--- src/rtl/wb_ccff_loader.sv ---
// ---------------------------------------------------------------------------
// wb_ccff_loader
//
// Wishbone slave that takes 32-bit words from the management core and
// streams them MSB-first into the FPGA configuration flip-flop chain, one bit
// per ccff_shift_o pulse. It has a single-word buffer, so the core can queue
// the next word while the current one is shifting.
//
// Register window (wbs_adr_i[3:2]):
//   0x0 CTRL  W: bit0 enable, bit1 clear (self-clearing)
//             R: bit0 enable, bit1 busy, bit2 buf_full, bit3 done, bit8 last_tail
//   0x4 DATA  W: load word buffer   R: 0
//   0x8 LEN   R/W: total bits to program, 0 = unbounded
//   0xC COUNT R: bits shifted since the last clear
//
// Ports:
//   wb_clk_i, wb_rst_ni      clock, asynchronous active-low reset
//   wbs_cyc_i/stb_i/we_i     Wishbone request qualifiers
//   wbs_sel_i                byte selects (ignored, full-word accesses only)
//   wbs_adr_i, wbs_dat_i     address and write data
//   wbs_ack_o, wbs_dat_o     one-cycle acknowledge and read data
//   ccff_head_o              serial data into the chain head
//   ccff_shift_o             one-cycle shift enable to the chain
//   ccff_tail_i              chain tail, captured on every shift pulse
//   prog_done_o              LEN bits have been shifted
// ---------------------------------------------------------------------------
module wb_ccff_loader #(
  parameter logic [31:0] BASE_ADDR = 32'h3000_0000,
  parameter int unsigned DIV       = 2
) (
  input  logic        wb_clk_i,
  input  logic        wb_rst_ni,
  input  logic        wbs_cyc_i,
  input  logic        wbs_stb_i,
  input  logic        wbs_we_i,
  input  logic [3:0]  wbs_sel_i,
  input  logic [31:0] wbs_adr_i,
  input  logic [31:0] wbs_dat_i,
  output logic        wbs_ack_o,
  output logic [31:0] wbs_dat_o,
  output logic        ccff_head_o,
  output logic        ccff_shift_o,
  input  logic        ccff_tail_i,
  output logic        prog_done_o
);

  typedef enum logic [1:0] {
    IDLE  = 2'd0,
    LOAD  = 2'd1,
    SHIFT = 2'd2,
    DONE  = 2'd3
  } state_t;

  localparam logic [7:0] DIV_LAST = 8'(DIV - 1);

  state_t      state, next_state;
  logic        enable, buf_full, last_tail;
  logic [31:0] buffer, shreg, len_reg, count;
  logic [4:0]  bitidx, next_bitidx;
  logic [7:0]  divcnt, next_divcnt;
  logic [31:0] next_shreg;

  logic        hit, accept, wr, rd;
  logic        ctrl_wr, data_wr, len_wr;
  logic        clear, disable_wr, pulse, busy;
  logic [1:0]  reg_sel;
  logic [31:0] rdata;

  // Byte selects and the low address bits carry no meaning here.
  logic unused_bits;
  assign unused_bits = ^{wbs_sel_i, wbs_adr_i[1:0]};

  // Request decode. A DATA write is held off (no ack) while the buffer is
  // still occupied; everything else is accepted as soon as it is presented.
  always_comb begin
    reg_sel    = wbs_adr_i[3:2];
    hit        = (wbs_adr_i[31:4] == BASE_ADDR[31:4]);
    accept     = wbs_cyc_i && wbs_stb_i && !wbs_ack_o && hit &&
                 !(wbs_we_i && (reg_sel == 2'd1) && buf_full);
    wr         = accept && wbs_we_i;
    rd         = accept && !wbs_we_i;
    ctrl_wr    = wr && (reg_sel == 2'd0);
    data_wr    = wr && (reg_sel == 2'd1);
    len_wr     = wr && (reg_sel == 2'd2);
    clear      = ctrl_wr && wbs_dat_i[1];
    disable_wr = ctrl_wr && !wbs_dat_i[0];
    pulse      = (state == SHIFT) && (divcnt == DIV_LAST);
    busy       = (state == LOAD) || (state == SHIFT);
  end

  // Read data mux, sampled at acceptance and presented during the ack cycle.
  always_comb begin
    rdata = '0;
    case (reg_sel)
      2'd0: rdata = {23'd0, last_tail, 4'd0, (state == DONE), buf_full, busy, enable};
      2'd1: rdata = '0;
      2'd2: rdata = len_reg;
      default: rdata = count;
    endcase
  end

  // Shift engine next-state logic. The shift pulse still completes its bit
  // in the cycle an abort arrives, because ccff_shift_o is already high then;
  // the abort only redirects the state.
  always_comb begin
    next_state  = state;
    next_shreg  = shreg;
    next_bitidx = bitidx;
    next_divcnt = divcnt;
    case (state)
      IDLE: begin
        if (enable && buf_full) next_state = LOAD;
      end
      LOAD: begin
        next_state  = SHIFT;
        next_shreg  = buffer;
        next_bitidx = '0;
        next_divcnt = '0;
      end
      SHIFT: begin
        if (pulse) begin
          next_shreg  = {shreg[30:0], 1'b0};
          next_bitidx = bitidx + 5'd1;
          next_divcnt = '0;
          if ((len_reg != '0) && ((count + 32'd1) == len_reg)) begin
            next_state = DONE;
          end else if (bitidx == 5'd31) begin
            next_state = buf_full ? LOAD : IDLE;
          end
        end else begin
          next_divcnt = divcnt + 8'd1;
        end
      end
      default: begin
      end
    endcase
    if (clear || disable_wr) next_state = IDLE;
  end

  // Engine and register state.
  always_ff @(posedge wb_clk_i or negedge wb_rst_ni) begin
    if (!wb_rst_ni) begin
      state     <= IDLE;
      shreg     <= '0;
      bitidx    <= '0;
      divcnt    <= '0;
      enable    <= 1'b0;
      buf_full  <= 1'b0;
      buffer    <= '0;
      len_reg   <= '0;
      count     <= '0;
      last_tail <= 1'b0;
    end else begin
      state  <= next_state;
      shreg  <= next_shreg;
      bitidx <= next_bitidx;
      divcnt <= next_divcnt;
      if (ctrl_wr) enable <= wbs_dat_i[0];
      if (len_wr) len_reg <= wbs_dat_i;
      // The buffer only empties when its word really moves into the shift
      // register; an aborted LOAD leaves it in place.
      if (data_wr) begin
        buffer   <= wbs_dat_i;
        buf_full <= 1'b1;
      end else if ((state == LOAD) && (next_state == SHIFT)) begin
        buf_full <= 1'b0;
      end
      if (clear) begin
        count <= '0;
      end else if (pulse) begin
        count <= count + 32'd1;
      end
      if (pulse) last_tail <= ccff_tail_i;
    end
  end

  // Outputs are registered from the next-state values so each one lines up
  // with the state it describes, without any combinational path to a pin.
  always_ff @(posedge wb_clk_i or negedge wb_rst_ni) begin
    if (!wb_rst_ni) begin
      wbs_ack_o    <= 1'b0;
      wbs_dat_o    <= '0;
      ccff_head_o  <= 1'b0;
      ccff_shift_o <= 1'b0;
      prog_done_o  <= 1'b0;
    end else begin
      wbs_ack_o    <= accept;
      wbs_dat_o    <= rd ? rdata : 32'd0;
      ccff_head_o  <= (next_state == SHIFT) ? next_shreg[31] : 1'b0;
      ccff_shift_o <= (next_state == SHIFT) && (next_divcnt == DIV_LAST);
      prog_done_o  <= (next_state == DONE);
    end
  end

endmodule

--- config.mk ---
export PLATFORM = sky130hd
export DESIGN_NAME = wb_ccff_loader
export DESIGN_NICKNAME = d
export VERILOG_FILES = /design/src/rtl/wb_ccff_loader.sv
export SDC_FILE = /design/constraint.sdc
export NUM_CORES = 1
export LEC_CHECK = 0
export ABC_AREA = 0
export BUFFER_PORTS_ARGS = -buffer_cell sky130_fd_sc_hd__buf_2
export CORE_AREA = 2 2 147 149
export DETAILED_ROUTE_END_ITERATION = 8
export DIE_AREA = 0 0 149 151
export PLACE_DENSITY = 0.73
export SYNTH_ARGS = -nofsm -noshare
export SYNTH_HDL_FRONTEND = slang
export SYNTH_SLANG_ARGS = --single-unit
--- constraint.sdc ---
create_clock -name wb_clk_i -period 4.75 [get_ports wb_clk_i]
set_input_delay 0.475 -clock wb_clk_i [delete_from_list [all_inputs] [get_ports wb_clk_i]]
set_output_delay 0.475 -clock wb_clk_i [all_outputs]
set_load 0.01 [all_outputs]
==> results.json <==
{
  "period_minus_slack_ns": 3.40,
  "p_clk_share_pct": 46.6,
  "synth_area_leader_cell": "dfrtp_1",
  "synth_mux_area_share_pct": 11.5,
  "use_met3_pct": 3.46,
  "ys_warn_count": 0,
  "fmax_mhz": 294,
  "avgRoutedWirePerCell_um": 17.4,
  "path_clk_slew_ns": 0.07,
  "dieHeight_um": 151,
  "switching_share_pct": 22.6,
  "clock_sinks": 182,
  "synthXorXnorAreaFrac_pct": 7.88,
  "fin_skew_ns": 0.0124,
  "cts_tree": "done",
  "dieArea_um2": 22500,
  "slew_headroom_pct": 33.6,
  "htree_levels": 4,
  "p_switching_mw": 0.702,
  "dp_hpwl_mm": 15.3,
  "initial_core_util_pct": 44.3,
  "synth_top_family_by_area": "simple AND/OR/NAND/NOR gates",
  "ant_nets": 0,
  "ys_seq_elements": 182,
  "synthAdderAreaFrac_pct": 1.36,
  "irDropWorstVdd_mv": 0.209,
  "worst_slew_pin_slew_ns": 0.996,
  "max_cap_violations": 0,
  "grtUsageMet1_pct": 28.0,
  "crit_path_start_kind": "register",
  "postSynthAreaPerCell_um2": 10.3,
  "pwr-share-comb_pct": 3.4,
  "grt_use_total_pct": 20.3,
  "fin_crit_sh_pct": 71.7,
  "ctsLongestPathBuffers": 2,
  "cts_buffers": 17,
  "post_cts.repair.setup_buffers": 0,
  "seqPwrFrac_pct": 49.9,
  "critPathKind": "reg -> reg",
  "hold_buffers": 0,
  "drc_errors": 0,
  "grt_max_degree": 111,
  "setup_viol": 0,
  "syn_nets": 977,
  "area_growth_pct": 14.2,
  "drt-pass1-iter-count": 5,
  "hold_viol_final": 0,
  "drive_gt1_share_pct": 23.0,
  "drt_iter0_drc": 676,
  "syn_area_um2": 9230,
  "drt_wl_total_mm": 21.8,
  "numPortBuffers": 103,
  "io_pins": 110,
  "leakage_nw": 4.98,
  "clk-insertion-delay-late_ns": 0.44,
  "fin_nets": 1050,
  "finalMaxSlewViolations": 0,
  "min_path_type": "in -> async",
  "design.core.area_um2": 20800,
  "vias": 6993,
  "synth_top_area_share_pct": 49.4,
  "chipWidth_um": 149,
  "synth-compound-area-share_pct": 8.53,
  "worstPathArrival_ns": 3.77,
  "busiest_layer": "met2",
  "p_total_mw": 3.10,
  "diodes": 0,
  "cp_data_required_time_ns": 5.11,
  "grt_pass1_wl_mm": 35.7,
  "grt_pass1_vias": 6848,
  "use_met2_pct": 32.5,
  "post_cts_resized": 0,
  "rsz0062_at_grt": "false",
  "status": "completed",
  "p_int_mw": 2.40,
  "synth-edff-count": 0,
  "grt_antenna_before_repair": 0,
  "ys_seq_area_share_pct": 49.4,
  "power_density_nw_per_um2": 295,
  "endpoint_kind": "register",
  "crit_fanout": 10,
  "async_reset_ff_share_pct": 100,
  "synth_cell_types": 61,
  "rows": 53,
  "yosys-top-cells-area": "dfrtp_1 (49%), mux2_2 (7.9%), xnor2_1 (4.8%)",
  "tns_ns": 0,
  "grt-ovfl-total": 0,
  "netlist_instances": 893,
  "synth_simple_gate_area_share_pct": 17.8,
  "synthFlopType": "dfrtp_1",
  "root_buffer": "clkbuf_16",
  "routabilityCongestion": 0.898,
  "viasPerCell": 5.58
}
[final cells by class]
class | instances | area, um2
clock buffer | 21 | 460
clock inverter | 10 | 135
fill | 1913 | 10300
inverter | 16 | 60.1
multi-input combinational | 633 | 4360
sequential | 182 | 4550
tap | 275 | 344
timing repair buffer | 116 | 619
[worst paths after layout]
kind                              from       endpoint  slack (ns)  depth (start not counted)
max                           count[0]    ccff_head_o        1.35                          9
min                          wb_rst_ni      divcnt[3]        0.14                          1
max reg2reg                   count[0]    ccff_head_o        1.35                          9
min reg2reg                  last_tail      last_tail        0.48                          2
max in group asynchronous    wb_rst_ni  wbs_dat_o[12]        3.47                          2
min in group wb_clk_i      ccff_tail_i      last_tail        0.28                          3
[cells in the mapped netlist, drive strengths merged, types with 28 or more instances]
| cell type | count |
|---|---|
| nor2 | 100 |
| o21ai | 43 |
| xnor2 | 51 |
| a22oi | 30 |
| nor4 | 28 |
| dfrtp | 182 |
| xor2 | 32 |
| nand2 | 80 |
| mux2i | 33 |
| clkbuf | 43 |
| mux2 | 65 |
| nand4 | 31 |
[placed cells by master (no fill, tap or decap), types with 11 or more instances in the layout]
cell / Yosys / layout
dfrtp_1: 182 / 182
buf_2: 8 / 102
nor2_1: 100 / 98
nand2_1: 80 / 80
mux2_2: 65 / 65
xnor2_1: 51 / 51
o21ai_0: 41 / 41
mux2i_1: 33 / 33
xor2_1: 32 / 32
a22oi_1: 30 / 30
nand4_1: 28 / 28
nor4_1: 25 / 25
nand3_1: 18 / 18
clkbuf_16: 0 / 17
inv_1: 16 / 16
nor3_1: 16 / 15
buf_4: 2 / 13
a21oi_1: 11 / 11
[stage by stage]
stage	area, um2	hold WS, ns	util [%]	setup WS [ns]	instances
finish	10500	0.139	50.6	1.35	1253
floorplan	9230	0.179	-	2.04	893
CTS	10500	0.211	50.6	1.30	1253
global route	10500	0.220	50.6	1.08	1253
detailed placement	9940	0.467	47.7	1.30	1222
global placement	9940	0.462	47.7	1.31	1222
[logic make-up after synthesis]
logic type                 after synthesis
adders and majority gates               10
xor gates and xnor gates                83
DFF                                    182
AOI/OAI and AO/OA                      120
buffers and inverters                   78
and+or+nand+nor                        322
muxes                                   98
[power groups by stage]
stage,combinational [mW],clock (mW),sequential [mW]
floorplan,0.0310,0,1.58
global placement,0.108,0,1.58
detailed placement,0.108,0,1.58
CTS,0.109,1.47,1.55
global route,0.119,1.54,1.55
finish,0.107,1.45,1.55
[critical path, cell delays in order, from the launching register on]
cell	delay, ns
dfrtp_1	0.52
ha_1	0.36
nand4_1	0.18
nor4_4	0.54
xnor2_1	0.15
nor4_1	0.31
nand4_1	0.23
nor4_1	0.63
o21ai_0	0.22
a21oi_1	0.19
[routing by layer]
metal / wire (um) / vias up / part of all wire [%]
li1: - / 3320 / -
met1: 10200 / 3467 / 47
met2: 10400 / 173 / 48
met3: 782 / 33 / 3.6
met4: 433 / 0 / 2.0
met5: 0 / - / 0
Power figures use the tool's default switching activity.
